$ cat src/rtl/hyper_tx_prefetch.sv
// hyper_tx_prefetch: credit-based uDMA TX prefetch FIFO feeding the hyperbus macro write stream
// Ports:
//   sys_clk_i, rstn_i             clock, asynchronous active-low reset
//   start_i, abort_i              start pulse (len_i/datasize_i sampled), abort of a running transfer
//   busy_o, done_o, level_o       not-idle flag, completion pulse, FIFO occupancy
//   tx_req_o/tx_gnt_i             uDMA TX request handshake
//   tx_valid_i/tx_data_i/tx_ready_o  uDMA returned data
//   tx_datasize_o                 latched datasize for the channel
//   out_valid_o/out_ready_i/out_data_o/out_last_o  word stream to the macro
// Optional: HYPER_TX_PREFETCH_STALL_CNT_EN adds stall_cnt_o, a saturating count of starved RUN cycles.
module hyper_tx_prefetch #(
   parameter int DATA_WIDTH = 32,
   parameter int DEPTH      = 8,
   parameter int LEN_WIDTH  = 20
) (
   input  logic                    sys_clk_i,
   input  logic                    rstn_i,
   input  logic                    start_i,
   input  logic                    abort_i,
   input  logic [LEN_WIDTH-1:0]    len_i,
   input  logic [1:0]              datasize_i,
   output logic                    busy_o,
   output logic                    done_o,
   output logic [$clog2(DEPTH):0]  level_o,
   output logic                    tx_req_o,
   input  logic                    tx_gnt_i,
   input  logic                    tx_valid_i,
   input  logic [DATA_WIDTH-1:0]   tx_data_i,
   output logic                    tx_ready_o,
   output logic [1:0]              tx_datasize_o,
   output logic                    out_valid_o,
   input  logic                    out_ready_i,
   output logic [DATA_WIDTH-1:0]   out_data_o,
   output logic                    out_last_o
`ifdef HYPER_TX_PREFETCH_STALL_CNT_EN
   ,
   output logic [15:0]             stall_cnt_o
`endif
);
   localparam int AW = $clog2(DEPTH);
   localparam logic [AW:0] FULL = (AW+1)'(DEPTH);
   typedef enum logic [1:0] {IDLE, RUN, ABORT} state_t;
   state_t                r_state, w_state_nxt;
   logic [DATA_WIDTH-1:0] r_mem [DEPTH];
   logic [AW-1:0]         r_wptr, r_rptr;
   logic [AW:0]           r_level, r_outst;
   logic [LEN_WIDTH-1:0]  r_req_left, r_out_left;
   logic [1:0]            r_datasize;
   logic                  r_done;
   logic [1:0]            w_shift;
   logic [LEN_WIDTH-1:0]  w_mask, w_beats;
   logic                  w_start, w_abort, w_gnt, w_ret, w_push, w_pop, w_last_pop;
   // ceil(len / B) as floor plus a carry from any leftover bytes
   assign w_shift    = datasize_i == 2'b00 ? 2'd0 : datasize_i == 2'b01 ? 2'd1 : 2'd2;
   assign w_mask     = w_shift == 2'd0 ? '0 : w_shift == 2'd1 ? LEN_WIDTH'(1) : LEN_WIDTH'(3);
   assign w_beats    = (len_i >> w_shift) + LEN_WIDTH'(|(len_i & w_mask));
   assign w_start    = r_state == IDLE && start_i;
   assign w_abort    = r_state == RUN && abort_i;
   assign w_gnt      = tx_req_o && tx_gnt_i;
   assign w_ret      = tx_valid_i && tx_ready_o;
   assign w_push     = w_ret && r_state == RUN;
   assign w_pop      = out_valid_o && out_ready_i;
   assign w_last_pop = w_pop && r_out_left == LEN_WIDTH'(1);
   // Credits: words in the FIFO plus words still in flight never exceed DEPTH
   assign tx_req_o      = r_state == RUN && r_req_left != '0 && (r_level + r_outst) < FULL;
   assign tx_ready_o    = r_outst != '0;
   assign busy_o        = r_state != IDLE;
   assign done_o        = r_done;
   assign level_o       = r_level;
   assign tx_datasize_o = r_datasize;
   assign out_valid_o   = r_level != '0;
   assign out_data_o    = out_valid_o ? r_mem[r_rptr] : '0;
   assign out_last_o    = out_valid_o && r_out_left == LEN_WIDTH'(1);
   always_comb begin
      w_state_nxt = r_state;
      if (w_start && w_beats != '0) w_state_nxt = RUN;
      else if (w_abort) w_state_nxt = ABORT;
      else if (w_last_pop) w_state_nxt = IDLE;
      else if (r_state == ABORT && r_outst == '0) w_state_nxt = IDLE;
   end
   always_ff @(posedge sys_clk_i or negedge rstn_i)
      if (!rstn_i) r_state <= IDLE;
      else r_state <= w_state_nxt;
   always_ff @(posedge sys_clk_i)
      if (w_push) r_mem[r_wptr] <= tx_data_i;
   always_ff @(posedge sys_clk_i or negedge rstn_i) begin
      if (!rstn_i) begin
         r_wptr     <= '0;
         r_rptr     <= '0;
         r_level    <= '0;
         r_outst    <= '0;
         r_req_left <= '0;
         r_out_left <= '0;
         r_datasize <= '0;
         r_done     <= 1'b0;
      end else begin
         // Abort wins over a coincident last pop, so no done pulse on abort
         r_done  <= (w_start && w_beats == '0) || (w_last_pop && !w_abort);
         r_outst <= r_outst + (AW+1)'(w_gnt) - (AW+1)'(w_ret);
         if (w_start) begin
            r_datasize <= datasize_i;
            r_req_left <= w_beats;
            r_out_left <= w_beats;
         end else if (w_abort) begin
            r_req_left <= '0;
            r_out_left <= '0;
            r_level    <= '0;
            r_wptr     <= '0;
            r_rptr     <= '0;
         end else begin
            if (w_gnt) r_req_left <= r_req_left - LEN_WIDTH'(1);
            if (w_pop) r_out_left <= r_out_left - LEN_WIDTH'(1);
            if (w_push) r_wptr <= r_wptr + AW'(1);
            if (w_pop) r_rptr <= r_rptr + AW'(1);
            r_level <= r_level + (AW+1)'(w_push) - (AW+1)'(w_pop);
         end
      end
   end
   always_ff @(posedge sys_clk_i)
      if (rstn_i) assert (!(w_push && !w_pop && r_level == FULL));
`ifdef HYPER_TX_PREFETCH_STALL_CNT_EN
   logic [15:0] r_stall;
   always_ff @(posedge sys_clk_i or negedge rstn_i)
      if (!rstn_i) r_stall <= '0;
      else if (w_start) r_stall <= '0;
      else if (r_state == RUN && out_ready_i && !out_valid_o && r_stall != '1) r_stall <= r_stall + 16'd1;
   assign stall_cnt_o = r_stall;
`endif
endmodule

$ cat config.mk
export PLATFORM = sky130hd
export DESIGN_NAME = hyper_tx_prefetch
export DESIGN_NICKNAME = d
export VERILOG_FILES = /design/src/rtl/hyper_tx_prefetch.sv
export SDC_FILE = /design/constraint.sdc
export NUM_CORES = 1
export LEC_CHECK = 0
export CAP_MARGIN = 20
export CORE_UTILIZATION = 55
export CTS_BUF_LIST = sky130_fd_sc_hd__clkbuf_4 sky130_fd_sc_hd__clkbuf_8
export DETAILED_ROUTE_END_ITERATION = 8
export HOLD_SLACK_MARGIN = 0.06
export PLACE_DENSITY_LB_ADDON = 0.08
export SLEW_MARGIN = 20
export SYNTH_ARGS = -nofsm -noshare
export SYNTH_HDL_FRONTEND = slang
export SYNTH_SLANG_ARGS = --single-unit
$ cat constraint.sdc
create_clock -name sys_clk_i -period 3.9 [get_ports sys_clk_i]
set_input_delay 0.39 -clock sys_clk_i [delete_from_list [all_inputs] [get_ports sys_clk_i]]
set_output_delay 0.39 -clock sys_clk_i [all_outputs]
set_load 0.03 [all_outputs]
==> reports/qor.yml <==
outcome: "completed"
placedCellCount: 1433
instances_no_fill: 1519
power.density_cell_area_nw_per_um2: 668
max_slew.worst_pin.slew_ns: 0.927
hold_path_depth: 4
area_used_by_multi_input_combinational_logic_sq_um: 5190
vdd.ir_drop.worst_uv: 407
min_to: "tx_datasize_o[1]"
grt_pass1_wl_mm: 48.1
post_cts.resized_instances: 0
yosysSeqAreaShare_pct: 62.6
timing.final.crit_share_pct: 88.4
std_cell_rows: 59
worstSetupStartpointType: "flip-flop"
timing.hold.worst.start: "datasize_i[1]"
cts.path.max_buffers: 3
maxClockFrequency_ghz: 0.290
dp_hpwl_mm: 19.8
layout-drive-gt1-share_pct: 17.1
share_of_async_settable_or_async_resettable_flops_after_synthesis_pct: 18.7
rrSetupSlack_ns: 0.61
final.setup.worst_slack_ns: 0.451
worst_setup_path_end_kind: "primary output"
timing.critical_path.fanout_max: 29
yosys.area.top_type: "edfxtp_1"
post_synthesis_cell_area_sq_um: 14600
clock-skew-final_ns: 0.0130
floorplan.die_area_sq_um: 27300
drc: 0
ant_nets: 0
data_required_time_of_the_worst_path_ns: 3.51
clockRootBuffer: "clkbuf_8"
clock_pin_slew_reported_for_the_worst_setup_and_hold_paths_after_clock_tree_synthesis_ns: 0.06
cpPeakStageDelay_ns: 0.85
dominantRegCellSynth: "edfxtp_1"
ff_latch_area_sq_um: 9170
drt_pre_antenna_iters: 5
cap_viol_max_count: 0
synth.net_count: 1098
ioPinCount: 105
timing.hold.ws_ns: 0.432
worst_r2r_endpoint: "r_outst[3]"
relative_area_change_from_synthesis_to_final_layout_pct: 17.0
cts-buffers-inserted: 49
count_of_pins_over_their_slew_limit: 0
synth_edf_count: 256
grtUsageTotal_pct: 23.6
synthCells: 1016
slew_headroom_pct: 38.2
clock_latency_at_the_later_pin_of_the_worst_skew_pair_ns: 0.57
power_mw: 11.4
worstPathCellList: "buf_4 > mux4_2 > mux2i_1 > nor2_1 > clkdlybuf4s50_1"
setup_viol_count_final: 0
grt_max_degree: 39
reg2reg_from: "r_req_left[0]"
fp.dieH_um: 165
synth.distinct_cells: 67
postSynthRegisterBits: 315
detailed_place.area_sq_um: 16200
grt_remaining_overflow: 0
dp_worst_setup_slack_ns: 0.314
initial_utilization_pct: 56.2
synthesis.area_per_instance_sq_um: 14.4
hold_viol: 0
cp_data_arrival_time_ns: 3.06
tritoncts: "yes"
totalWireLength_mm: 31.1
total_leakage_power_nw: 6.05
avgViaCountPerCell: 5.88
nNetsFinal: 1232
core_region_area_sq_um: 26100
synth_top_cells_by_count: "edfxtp_1, nor2_1, mux4_2, nand2_1, dfrtp_1"
globalplace.congestion: 0.898
num-fill-cells: 1928
chipWidth_um: 165
yosys.area.top_type_share_pct: 52.5
cpMaxStageDelayCell: "dfrtp_2"
final_util_pct: 65.7
cts.htree.levels: 2
grt_pass1_vias: 8975
postLayoutCellArea_sq_um: 17100
worst-setup-path-type: "reg2out"
drt_iter0_markers: 734
synth-warning-count: 0
antenna_found_initial: 1
avgRoutedWirePerCell_um: 20.5
numPortBuffers: 104
worst_reg_to_reg_path_cell_count: 14
tightest_hold_check_type: "in2reg"
largest_cells_by_area_after_synthesis: "edfxtp_1, dfrtp_1, mux4_2, mux2i_1, nor2_1"
period_needed_ns: 3.45
synth.most_common_cell: "edfxtp_1"
vias: 8931
cts.sink_count: 315
setup_tns_ns: 0
rsz_0062_raised_after_global_routing: "false"
## area by class of cell
class	instances	area share (%)
antenna	1	0.0146
clock buffer	67	4.80
clock inverter	17	0.680
inverter	30	0.658
multi-input combinational	619	30.3
sequential	315	53.6
tap	335	2.45
timing repair buffer	135	7.54
## worst max-delay path, delay by kind of cell, from the launching register on
kind / cells / cell delay (ns)
buf+inv: 2 / 1.10
flops: 1 / 0.85
mux: 2 / 0.30
simple gates: 1 / 0.22
## cells by family (layout without fill, tap and decap cells)
family / after synthesis / count (layout) / share of synthesized area (%)
simple gates: 272 / 272 / 9.19
compound gates: 158 / 158 / 6.93
flops: 315 / 315 / 62.6
other cells: 0 / 1 / 0
fa+ha+maj: 21 / 21 / 1.90
buf+inv: 82 / 249 / 2.39
mux: 131 / 131 / 14.8
xor+xnor: 37 / 37 / 2.21
## repair_timing
action | CTS | global route
setup endpoints to repair | 0 | 0
hold endpoints to repair | 37 | 0
hold buffers | 1 | 0
buffers inserted | 0 | 0
## where the power goes
part           switching, mW  internal, mW
Clock                   1.22          1.43
Sequential             0.429          3.98
Combinational           2.38          1.99
Total                   4.03          7.40
## layer usage
layer  track usage [%]  part of all wire, %
met5                 0                    0
met4              9.80                  3.3
met3              3.60                  4.4
met2              40.8                   50
met1              29.8                   42
## worst max path at each step
stage	slack [ns]	from	cells after the start	endpoint
final	0.45	r_rptr[1]	5	out_data_o[16]
after detailed placement	0.31	datasize_i[0]	12	r_state[0]
after global placement	0.36	datasize_i[0]	12	r_state[0]
after CTS	0.40	r_rptr[1]	5	out_data_o[22]
after floorplan	0.58	datasize_i[1]	14	r_state[0]
after global routing	0.20	r_out_left[13]	5	out_last_o
## placed cells by master, fill, tap and decap left out, types with 8 or more instances in the layout
cell type / Yosys / final
nor2_1: 87 / 81
nor3_1: 22 / 20
clkdlybuf4s50_1: 0 / 102
o21a_1: 10 / 10
xnor2_1: 22 / 22
mux2i_1: 53 / 53
edfxtp_1: 256 / 256
nor4_1: 8 / 8
ha_1: 19 / 19
mux4_2: 64 / 64
nand2b_1: 13 / 13
nand2_1: 62 / 62
clkbuf_4: 0 / 16
dfrtp_1: 59 / 56
clkbuf_8: 0 / 51
xor2_1: 15 / 15
o21ai_0: 32 / 32
nand3_1: 21 / 21
mux2_2: 10 / 10
inv_1: 30 / 30
clkinv_1: 0 / 11
buf_4: 3 / 28
a21oi_1: 51 / 51
and2_1: 11 / 11
## state kept, by name (all words and copies together), names as in the netlist
signal         count
r_mem            256
r_out_left        20
r_req_left        20
level_o            4
r_outst            4
r_rptr             3
r_wptr             3
r_state            2
tx_datasize_o      2
done_o             1
(Power assumes the default switching activity.)
